**src/rtl/uart_pkg.sv**
```systemverilog
`default_nettype none
// ============================================================================
//  Module      : uart_pkg
//  Description : Shared types and helpers for the UART receive/transmit
//                engines: receiver FSM state encoding, parity mode codes and
//                the baud tick divider calculation.
//  Revision    : 1.0 - initial release
// ============================================================================
package uart_pkg;

    typedef enum logic [2:0] {
        IDLE   = 3'd0,
        START  = 3'd1,
        DATA   = 3'd2,
        PARITY = 3'd3,
        STOP   = 3'd4,
        HOLD   = 3'd5
    } rx_state_t;

    localparam int PAR_NONE = 0;
    localparam int PAR_EVEN = 1;
    localparam int PAR_ODD  = 2;

    // Clocks per oversample tick, truncated. Callers must keep the result >= 2.
    function automatic int tick_div(input int clk_freq, input int baud, input int oversample);
        return clk_freq / (baud * oversample);
    endfunction

endpackage
`default_nettype wire

```
**src/rtl/uart_baud_tick.sv**
```systemverilog
`default_nettype none
// ============================================================================
//  Module      : uart_baud_tick
//  Description : Free-running oversample tick generator. Emits a one-clock
//                pulse every DIV clocks while enabled. Disabling or
//                restarting zeroes the phase so the next tick lands exactly
//                DIV clocks later.
//  Ports       : clk     - system clock
//                rst     - asynchronous active-low reset
//                en      - run enable; counter held at 0 when low
//                restart - synchronous phase restart
//                tick    - one-clock tick pulse
//  Revision    : 1.0 - initial release
// ============================================================================
module uart_baud_tick #(
    parameter int DIV = 10
) (
    input  logic clk,
    input  logic rst,
    input  logic en,
    input  logic restart,
    output logic tick
);

    localparam int c_cnt_w = (DIV > 2) ? $clog2(DIV) : 1;
    localparam logic [c_cnt_w-1:0] c_cnt_last = c_cnt_w'(DIV - 1);
    localparam logic [c_cnt_w-1:0] c_cnt_one  = c_cnt_w'(1);

    logic [c_cnt_w-1:0] r_cnt;

    always_ff @(posedge clk or negedge rst) begin
        if (!rst) begin
            r_cnt <= '0;
        end else if (!en || restart) begin
            r_cnt <= '0;
        end else if (r_cnt == c_cnt_last) begin
            r_cnt <= '0;
        end else begin
            r_cnt <= r_cnt + c_cnt_one;
        end
    end

    assign tick = en && !restart && (r_cnt == c_cnt_last);

endmodule
`default_nettype wire

```
**src/rtl/uart_receiver_cfg.sv**
```systemverilog
`default_nettype none
// ============================================================================
//  Module      : uart_receiver_cfg
//  Description : Parametrised UART receive engine. 2-flop input synchroniser,
//                oversampled 3-point majority vote per bit, start-bit glitch
//                rejection, optional even/odd parity, 1 or 2 stop bits,
//                parity/framing/overrun flags and a valid/ready output.
//  Ports       : clk         - system clock
//                rst         - asynchronous active-low reset
//                rx_in       - serial line, idle high, asynchronous
//                data_out    - received payload (first wire bit = LSB)
//                data_valid  - data_out and error flags valid
//                data_ready  - consumer accepts the held word
//                parity_err  - parity mismatch on the held word
//                frame_err   - a stop bit voted low on the held word
//                overrun_err - sticky: a frame completed while a word was held
//                busy        - receiver not in IDLE
//  Revision    : 1.0 - initial release
// ============================================================================
module uart_receiver_cfg #(
    parameter int CLK_FREQ    = 50_000_000,
    parameter int BAUD        = 9600,
    parameter int OVERSAMPLE  = 16,
    parameter int DATA_BITS   = 8,
    parameter int PARITY_MODE = 0,
    parameter int STOP_BITS   = 1
) (
    input  logic                 clk,
    input  logic                 rst,
    input  logic                 rx_in,
    output logic [DATA_BITS-1:0] data_out,
    output logic                 data_valid,
    input  logic                 data_ready,
    output logic                 parity_err,
    output logic                 frame_err,
    output logic                 overrun_err,
    output logic                 busy
);

    import uart_pkg::*;

    localparam int c_div  = tick_div(CLK_FREQ, BAUD, OVERSAMPLE);
    localparam int c_os_w = $clog2(OVERSAMPLE);
    localparam int c_bi_w = 4;

    localparam logic [c_os_w-1:0] c_os_last = c_os_w'(OVERSAMPLE - 1);
    localparam logic [c_os_w-1:0] c_os_one  = c_os_w'(1);
    localparam logic [c_os_w-1:0] c_vote_a  = c_os_w'(OVERSAMPLE / 2 - 1);
    localparam logic [c_os_w-1:0] c_vote_b  = c_os_w'(OVERSAMPLE / 2);
    localparam logic [c_os_w-1:0] c_vote_c  = c_os_w'(OVERSAMPLE / 2 + 1);

    localparam logic [c_bi_w-1:0] c_bi_one    = c_bi_w'(1);
    localparam logic [c_bi_w-1:0] c_data_last = c_bi_w'(DATA_BITS - 1);
    localparam logic [c_bi_w-1:0] c_stop_last = c_bi_w'(STOP_BITS - 1);
    localparam logic              c_par_odd   = (PARITY_MODE == PAR_ODD);

    // ------------------------------------------------------------------
    // Input synchroniser and edge detection
    // ------------------------------------------------------------------
    logic [1:0] r_sync;
    logic       w_rx_s;
    logic       r_rx_prev;
    logic       r_armed;

    always_ff @(posedge clk or negedge rst) begin
        if (!rst) begin
            r_sync    <= 2'b11;
            r_rx_prev <= 1'b1;
        end else begin
            r_sync    <= {r_sync[0], rx_in};
            r_rx_prev <= w_rx_s;
        end
    end

    assign w_rx_s = r_sync[1];

    // ------------------------------------------------------------------
    // State and tick timing
    // ------------------------------------------------------------------
    rx_state_t r_state;
    rx_state_t w_next;

    logic              w_tick;
    logic              w_baud_en;
    logic              w_commit;
    logic              w_start;
    logic [c_os_w-1:0] r_os_cnt;
    logic [c_os_w-1:0] w_os_idx;
    logic              w_vote_pt;
    logic              w_bit_end;
    logic [1:0]        r_samp;
    logic              w_vote;
    logic [c_bi_w-1:0] r_bit_idx;

    logic [DATA_BITS-1:0] r_shift;
    logic                 r_par_acc;
    logic                 r_frame_acc;

    // A start is a falling edge, or a line already low on the first IDLE
    // clock after a cleanly stopped frame (back-to-back frames whose start
    // edge arrived after the early stop-bit commit).
    assign w_start = (r_state == IDLE) && !w_rx_s && (r_rx_prev || r_armed);

    uart_baud_tick #(
        .DIV(c_div)
    ) u_baud_tick (
        .clk    (clk),
        .rst    (rst),
        .en     (w_baud_en),
        .restart(w_start),
        .tick   (w_tick)
    );

    // The frame's start edge is tick position 0; the n-th tick after it is
    // position n mod OVERSAMPLE, so the vote ticks straddle the bit centre.
    assign w_os_idx  = (r_os_cnt == c_os_last) ? '0 : (r_os_cnt + c_os_one);
    assign w_vote_pt = w_tick && (w_os_idx == c_vote_c);
    assign w_bit_end = w_tick && (r_os_cnt == c_os_last);
    assign w_vote    = (r_samp[0] & r_samp[1]) | (r_samp[0] & w_rx_s) | (r_samp[1] & w_rx_s);

    // State register
    always_ff @(posedge clk or negedge rst) begin
        if (!rst) begin
            r_state <= IDLE;
        end else begin
            r_state <= w_next;
        end
    end

    // Next-state logic
    always_comb begin
        w_next = r_state;
        case (r_state)
            IDLE: begin
                if (w_start) w_next = START;
            end
            START: begin
                if (w_vote_pt && w_vote) w_next = IDLE;
                else if (w_bit_end)      w_next = DATA;
            end
            DATA: begin
                if (w_bit_end && (r_bit_idx == c_data_last))
                    w_next = (PARITY_MODE != PAR_NONE) ? PARITY : STOP;
            end
            PARITY: begin
                if (w_bit_end) w_next = STOP;
            end
            STOP: begin
                // Commit at the last stop bit's vote point, not its end.
                if (w_vote_pt && (r_bit_idx == c_stop_last)) w_next = HOLD;
            end
            HOLD:    w_next = IDLE;
            default: w_next = IDLE;
        endcase
    end

    // State-decoded outputs
    always_comb begin
        busy      = (r_state != IDLE);
        w_baud_en = (r_state != IDLE);
        w_commit  = (r_state == HOLD);
    end

    // ------------------------------------------------------------------
    // Datapath
    // ------------------------------------------------------------------
    always_ff @(posedge clk or negedge rst) begin
        if (!rst) begin
            r_os_cnt    <= '0;
            r_samp      <= 2'b11;
            r_bit_idx   <= '0;
            r_shift     <= '0;
            r_par_acc   <= 1'b0;
            r_frame_acc <= 1'b0;
            r_armed     <= 1'b0;
        end else begin
            if (r_state == IDLE)  r_os_cnt <= '0;
            else if (w_tick)      r_os_cnt <= w_os_idx;

            if (w_tick && (w_os_idx == c_vote_a)) r_samp[0] <= w_rx_s;
            if (w_tick && (w_os_idx == c_vote_b)) r_samp[1] <= w_rx_s;

            if (r_state != w_next) r_bit_idx <= '0;
            else if (w_bit_end)    r_bit_idx <= r_bit_idx + c_bi_one;

            if ((r_state == DATA) && w_vote_pt)
                r_shift <= {w_vote, r_shift[DATA_BITS-1:1]};

            if (w_start)
                r_par_acc <= 1'b0;
            else if ((r_state == PARITY) && w_vote_pt)
                r_par_acc <= w_vote ^ (^r_shift) ^ c_par_odd;

            if (w_start)
                r_frame_acc <= 1'b0;
            else if ((r_state == STOP) && w_vote_pt && !w_vote)
                r_frame_acc <= 1'b1;

            r_armed <= w_commit && !r_frame_acc;
        end
    end

    // ------------------------------------------------------------------
    // Output word, flags and handshake
    // ------------------------------------------------------------------
    always_ff @(posedge clk or negedge rst) begin
        if (!rst) begin
            data_out    <= '0;
            data_valid  <= 1'b0;
            parity_err  <= 1'b0;
            frame_err   <= 1'b0;
            overrun_err <= 1'b0;
        end else if (w_commit) begin
            if (data_valid && !data_ready) begin
                // Held word wins; the new word is dropped.
                overrun_err <= 1'b1;
            end else begin
                // Either nothing held or the held word retires this clock.
                data_out   <= r_shift;
                parity_err <= r_par_acc;
                frame_err  <= r_frame_acc;
                data_valid <= 1'b1;
                if (data_valid) overrun_err <= 1'b0;
            end
        end else if (data_valid && data_ready) begin
            data_valid  <= 1'b0;
            overrun_err <= 1'b0;
        end
    end

endmodule
`default_nettype wire

```
**config.mk**
```make
export PLATFORM = sky130hd
export DESIGN_NAME = uart_receiver_cfg
export DESIGN_NICKNAME = d
export VERILOG_FILES = /design/src/rtl/uart_pkg.sv /design/src/rtl/uart_baud_tick.sv /design/src/rtl/uart_receiver_cfg.sv
export SDC_FILE = /design/constraint.sdc
export NUM_CORES = 1
export LEC_CHECK = 0
export CAP_MARGIN = 10
export CORE_AREA = 2 2 81 83
export DETAILED_ROUTE_END_ITERATION = 6
export DIE_AREA = 0 0 83 85
export GPL_TIMING_DRIVEN = 0
export SLEW_MARGIN = 20
export SYNTH_ARGS = -nofsm -noshare
export SYNTH_HDL_FRONTEND = slang
export SYNTH_SLANG_ARGS = --single-unit
```
**constraint.sdc**
```tcl
create_clock -name clk -period 4 [get_ports clk]
set_input_delay 0.8 -clock clk [delete_from_list [all_inputs] [get_ports clk]]
set_output_delay 0.8 -clock clk [all_outputs]
set_load 0.02 [all_outputs]
```
# Yosys cells after proc, flatten, opt, wreduce, memory -nomap -nowiden
# Cells that the tools add are included.
# classes
bitwise_logic	7
addsub	3
n_eq_ne	14
reduce_logical	38
mux	24
# ops
operator	n
2-to-1 mux 4 bit	5
logical AND 1 bit	18
2-to-1 mux 3 bit	6
2-to-1 mux 9 bit	2
one-hot mux 3 bit (5 select lines)	1
equality test 4 bit, second input constant	3
2-to-1 mux 1 bit	10
nonzero test 2 bit	5
adder 9 x 1 -> 9 bit, second input constant	1
equality test 9 bit, second input constant	1
adder 4 x 1 -> 4 bit, second input constant	2
equality test 4 x 3 -> 1 bit, second input constant	2
parity 8 bit	1
equality test 3 x 2 -> 1 bit, second input constant	2
equality test 3 bit, second input constant	2
zero test 1 bit	6
AND reduction 2 bit	3
zero test 4 bit	1
bitwise AND 1 bit	3
equality test 3 x 1 -> 1 bit, second input constant	1
zero test 3 bit	1
!= test 3 x 2 -> 1 bit, second input constant	1
!= test 3 bit	1
nonzero test 3 bit	1
5 further kinds	7
# totals
register_bits	48
elab_cells	103
output_inout_bits	13

# Logic depth before layout (Yosys ltp)
# logic_depth
word_depth	12
ltp_mapped	8

# Cells and area by module
# From an unflattened synthesis, not the netlist that was laid out.
# hier_totals
hier_cells	209
hier_area_um2	2359.8
# modules_own_cells
module	cells_per_inst	seq_area_each_um2	area_each_um2	n_inst
uart_receiver_cfg	162	982.2	1895.6	1
uart_baud_tick	47	225.2	464.2	1

# Least setup slack after synthesis
# No wires, ideal clock.
# synth_timing
kind	flip-flop to flip-flop
start	register r_os_cnt[1]
end	register r_bit_idx[0]
path_buffers	1
path_slack_ns	2.221
period_less_slack_ns	1.779
arrival_time_ns	1.641
path_stages_with_launch	8
cell_sequence	dfrtp_1 -> ha_1 -> buf_2 -> nor3b_2 -> a31oi_1 -> o31ai_1 -> and3_4 -> nor3_2
# synth_via
elab_chain_cells	9
# synth_rtl
item	line	rtl
start: declaration	uart_receiver_cfg.sv:87	logic [c_os_w-1:0] r_os_cnt;
start signal: assignment	uart_receiver_cfg.sv:178	else if (w_tick) r_os_cnt <= w_os_idx;
adder 4 x 1 -> 4 bit or equality test 4 bit (tied branches)	uart_receiver_cfg.sv:116, uart_receiver_cfg.sv:118	
2-to-1 mux 4 bit	uart_receiver_cfg.sv:116	assign w_os_idx = (r_os_cnt == c_os_last) ? '0 : (r_os_cnt + c_os_one);
equality test 4 bit	uart_receiver_cfg.sv:117	assign w_vote_pt = w_tick && (w_os_idx == c_vote_c);
logical AND 1 bit	uart_receiver_cfg.sv:117	
logical AND 1 bit, on equally long branches	uart_receiver_cfg.sv:150, uart_receiver_cfg.sv:138	
2-to-1 mux 3 bit, on equally long branches	uart_receiver_cfg.sv:150, uart_receiver_cfg.sv:138	
one-hot mux 3 bit (5 select lines)	uart_receiver_cfg.sv:133	case (r_state)
!= test 3 bit	uart_receiver_cfg.sv:183	if (r_state != w_next) r_bit_idx <= '0;
2-to-1 mux 4 bit or nonzero test 2 bit (tied branches)	n/a	
end signal: assignment	uart_receiver_cfg.sv:184	else if (w_bit_end) r_bit_idx <= r_bit_idx + c_bi_one;
end: declaration	uart_receiver_cfg.sv:93	logic [c_bi_w-1:0] r_bit_idx;
# Parallel ways exist; a longest one is shown, timed or not.
# A chain may end at the register's enable or synchronous reset.

# Worst setup path in the final report
# layout_timing
start	register r_state[1]
end	output port busy
# layout_via
elab_chain_cells	1
# layout_rtl
item	line	rtl
start: declaration	uart_receiver_cfg.sv:80	rx_state_t r_state;
start signal: assignment	uart_receiver_cfg.sv:126	r_state <= w_next;
nonzero test 3 bit	uart_receiver_cfg.sv:159	busy = (r_state != IDLE);
end: declaration	uart_receiver_cfg.sv:37	output logic busy
# No other way between the ends.

==> out/metrics.yaml <==
outcome:
  status: "complete, no violations"
cells_and_area:
  regArea_sq_um: 1210
  fin_area_sq_um: 2780
  nets: 246
  synthToLayoutAreaGrowth_pct: 14.9
  multiInputGateArea_sq_um: 1140
  nFillCells: 591
  antenna_cells: 0
  layout-drive-gt1-share_pct: 17.9
  final_cell_count_no_fill: 312
synthesis:
  ys_warn_count: 0
  synth_common_cells: "dfrtp_1 (43), nor2_1 (17), nand2_1 (14)"
  synth_area_leaders: "dfrtp_1 (44%), mux2_1 (6.0%), dfstp_2 (5.4%), ha_1 (4.1%), xnor2_1 (3.6%)"
  synth_top_family_by_area: "simple AND/OR/NAND/NOR gates"
  syn_inst: 210
  synth_area_leader_cell: "dfrtp_1"
  synthAdderAreaFrac_pct: 4.13
  yosysSeqAreaShare_pct: 49.8
  syn-num-nets: 222
  synthMuxAreaShare_pct: 9.66
  synth.distinct_cells: 47
  synth-seq-cells: 48
  synth_area_per_cell_sq_um: 11.5
  synth_xor_area_share_pct: 6.87
  yosysTopAreaCellShare_pct: 44.4
  syn_area_sq_um: 2420
  ys.flop_type: "dfrtp_1"
  ys_async_sr_fraction_pct: 100
  synth_compound_area_share_pct: 8.57
  synthSimpleGateAreaFrac_pct: 18.0
  synth_edf_count: 0
  yosysMostFrequentCell: "dfrtp_1"
pwr:
  p_per_area_nw_per_um2: 349
  p_total_w: 0.000970
  vdd_drop_max_mv: 0.186
  p_leak_nw: 1.26
clock_tree:
  holdBufCountCts: 0
  post_cts_buffers: 0
  cts_tree: "done"
  clock_path_buffers: 2
  cts_inserted_buffers: 5
  ctsResizeCount: 0
  insertion_delay_ns: 0.31
  cts_root_buf: "clkbuf_8"
  cts.htree.levels: 2
  cts.sinks: 48
  clkTransAtPathRegs_ns: 0.09
sta:
  setup_viol: 0
  rsz0062_at_grt: "no"
  worstMarginPinSlew_ns: 0.628
  max_freq_ghz: 0.360
  finalHoldViolations: 0
  skew_ns: 0.0100
  fin_crit_ns: 2.78
  slew_headroom_pct: 57.7
  slew_violations: 0
  fin_tns_setup_ns: 0
  finalCritPeriodShare_pct: 69.5
floorplan:
  rows: 29
  pin_count: 17
  die_h_microns: 85
  initial_utilization_pct: 39.0
  dieArea_sq_um: 7060
  die_width_microns: 83
  core_sq_um: 6200
routing:
  vias_per_cell: 5.10
  vias: 1590
  drt_iter0_drc: 87
  firstDrtPassIters: 4
  route.antenna.remaining_nets: 0
  finalWirelength_mm: 4.31
  drc_errors: 0
  routedWlPerCell_microns: 13.8
global_route:
  grt_pass1_wl_mm: 7.45
  grt_pass1_vias: 1550
  gr-total-overflow: 0
  track_usage_pct: 12.9
  grt_max_degree: 32
  antenna_found_initial: 0
place:
  io_buffers: 16
  gp_congestion: 0.766
  place_inst: 304
  placed_area_sq_um: 2690
  place_hpwl_mm: 3.05
job:
  maxCapViolations: 0
setup_path:
  worstSetupEndpointType: "output pin"
  critPathRequiredTime_ns: 3.20
  start_kind: "flip-flop"
  cp_max_fo: 9
  arrival_ns: 1.98
  path_class: "flip-flop to output pin"
worst_hold_path:
  worstHoldPathType: "flip-flop to flip-flop"
[cells in the final DEF (no fill, tap or decap), drive strengths merged, types with 6 or more instances in the layout]
cell / count
nor2: 17
clkdlybuf4s50: 15
xor2: 9
nand2: 14
buf: 7
xnor2: 10
clkbuf: 6
ha: 8
o21ai: 7
inv: 10
mux2: 19
a21oi: 7
nand3: 8
nor3: 6
dfrtp: 43
[flip-flops by register name, summed over array words and instances (netlist names), 2 cells and up]
signal	count
r_state	3
r_bit_idx	4
r_sync	2
r_samp	2
u_baud_tick.r_cnt	9
r_shift	8
r_os_cnt	4
data_out	8
[report_power, final]
part | internal, W | leakage [nW] | switching (W)
Sequential | 0.000514 | 0.641 | 0.0000327
Combinational | 0.0000546 | 0.576 | 0.0000710
Clock | 0.000124 | 0.0445 | 0.000173
[per-layer routing]
metal	track usage, %	share of wire, %	up-vias
met4	5.66	1.9	0
met1	18.1	51	782
met5	0	0	-
li1	-	-	783
met3	2.43	2.3	7
met2	19.6	45	18
[metrics by stage]
step / hold WS [ns] / worst slack, ns / utilization, %
after global placement: 0.348 / 0.712 / 43.2
after global routing: 0.368 / 1.16 / 44.9
after CTS: 0.362 / 1.22 / 44.9
final: 0.361 / 1.22 / 44.9
after floorplan: 0.345 / 2.22 / -
after detailed placement: 0.348 / 1.56 / 43.4
[path summary, 6_finish.rpt]
path	startpoint	end	slack, ns	depth (start not counted)
hold / removal	r_sync[0]$_DFF_PN1_	r_sync[1]$_DFF_PN1_	0.36	0
hold reg to reg	r_sync[0]$_DFF_PN1_	r_sync[1]$_DFF_PN1_	0.36	0
setup / recovery	r_state[1]$_DFF_PN0_	busy	1.22	3
min in group asynchronous	rst	u_baud_tick.r_cnt[4]$_DFF_PN0_	0.43	1
setup reg to reg	r_os_cnt[1]$_DFFE_PN0P_	r_bit_idx[1]$_DFFE_PN0P_	1.99	7
max in group asynchronous	rst	r_rx_prev$_DFF_PN1_	3.00	2
[critical path, stage by stage (launching register included)]
cell and delay (ns):
dfrtp_1 0.49, nor3_2 0.44, inv_2 0.17, clkdlybuf4s50_1 0.58
[cells by family (layout without fill, tap and decap cells)]
kind of cell	after synthesis	in the layout
AOI/OAI and AO/OA	28	28
and+or+nand+nor	71	71
adders and majority gates	8	8
buffers and inverters	15	40
xor gates and xnor gates	19	19
DFF	48	48
muxes	21	21
[layout make-up]
type / count / share of cell area, %
Tap cell: 77 / 3.46
Sequential cell: 48 / 43.4
Clock inverter: 3 / 0.764
Buffer: 6 / 1.35
Clock buffer: 5 / 2.47
Timing Repair Buffer: 17 / 6.29
Multi-Input combinational cell: 147 / 41.1
Inverter: 9 / 1.21
Note: power is estimated with default switching activity, not from simulation.
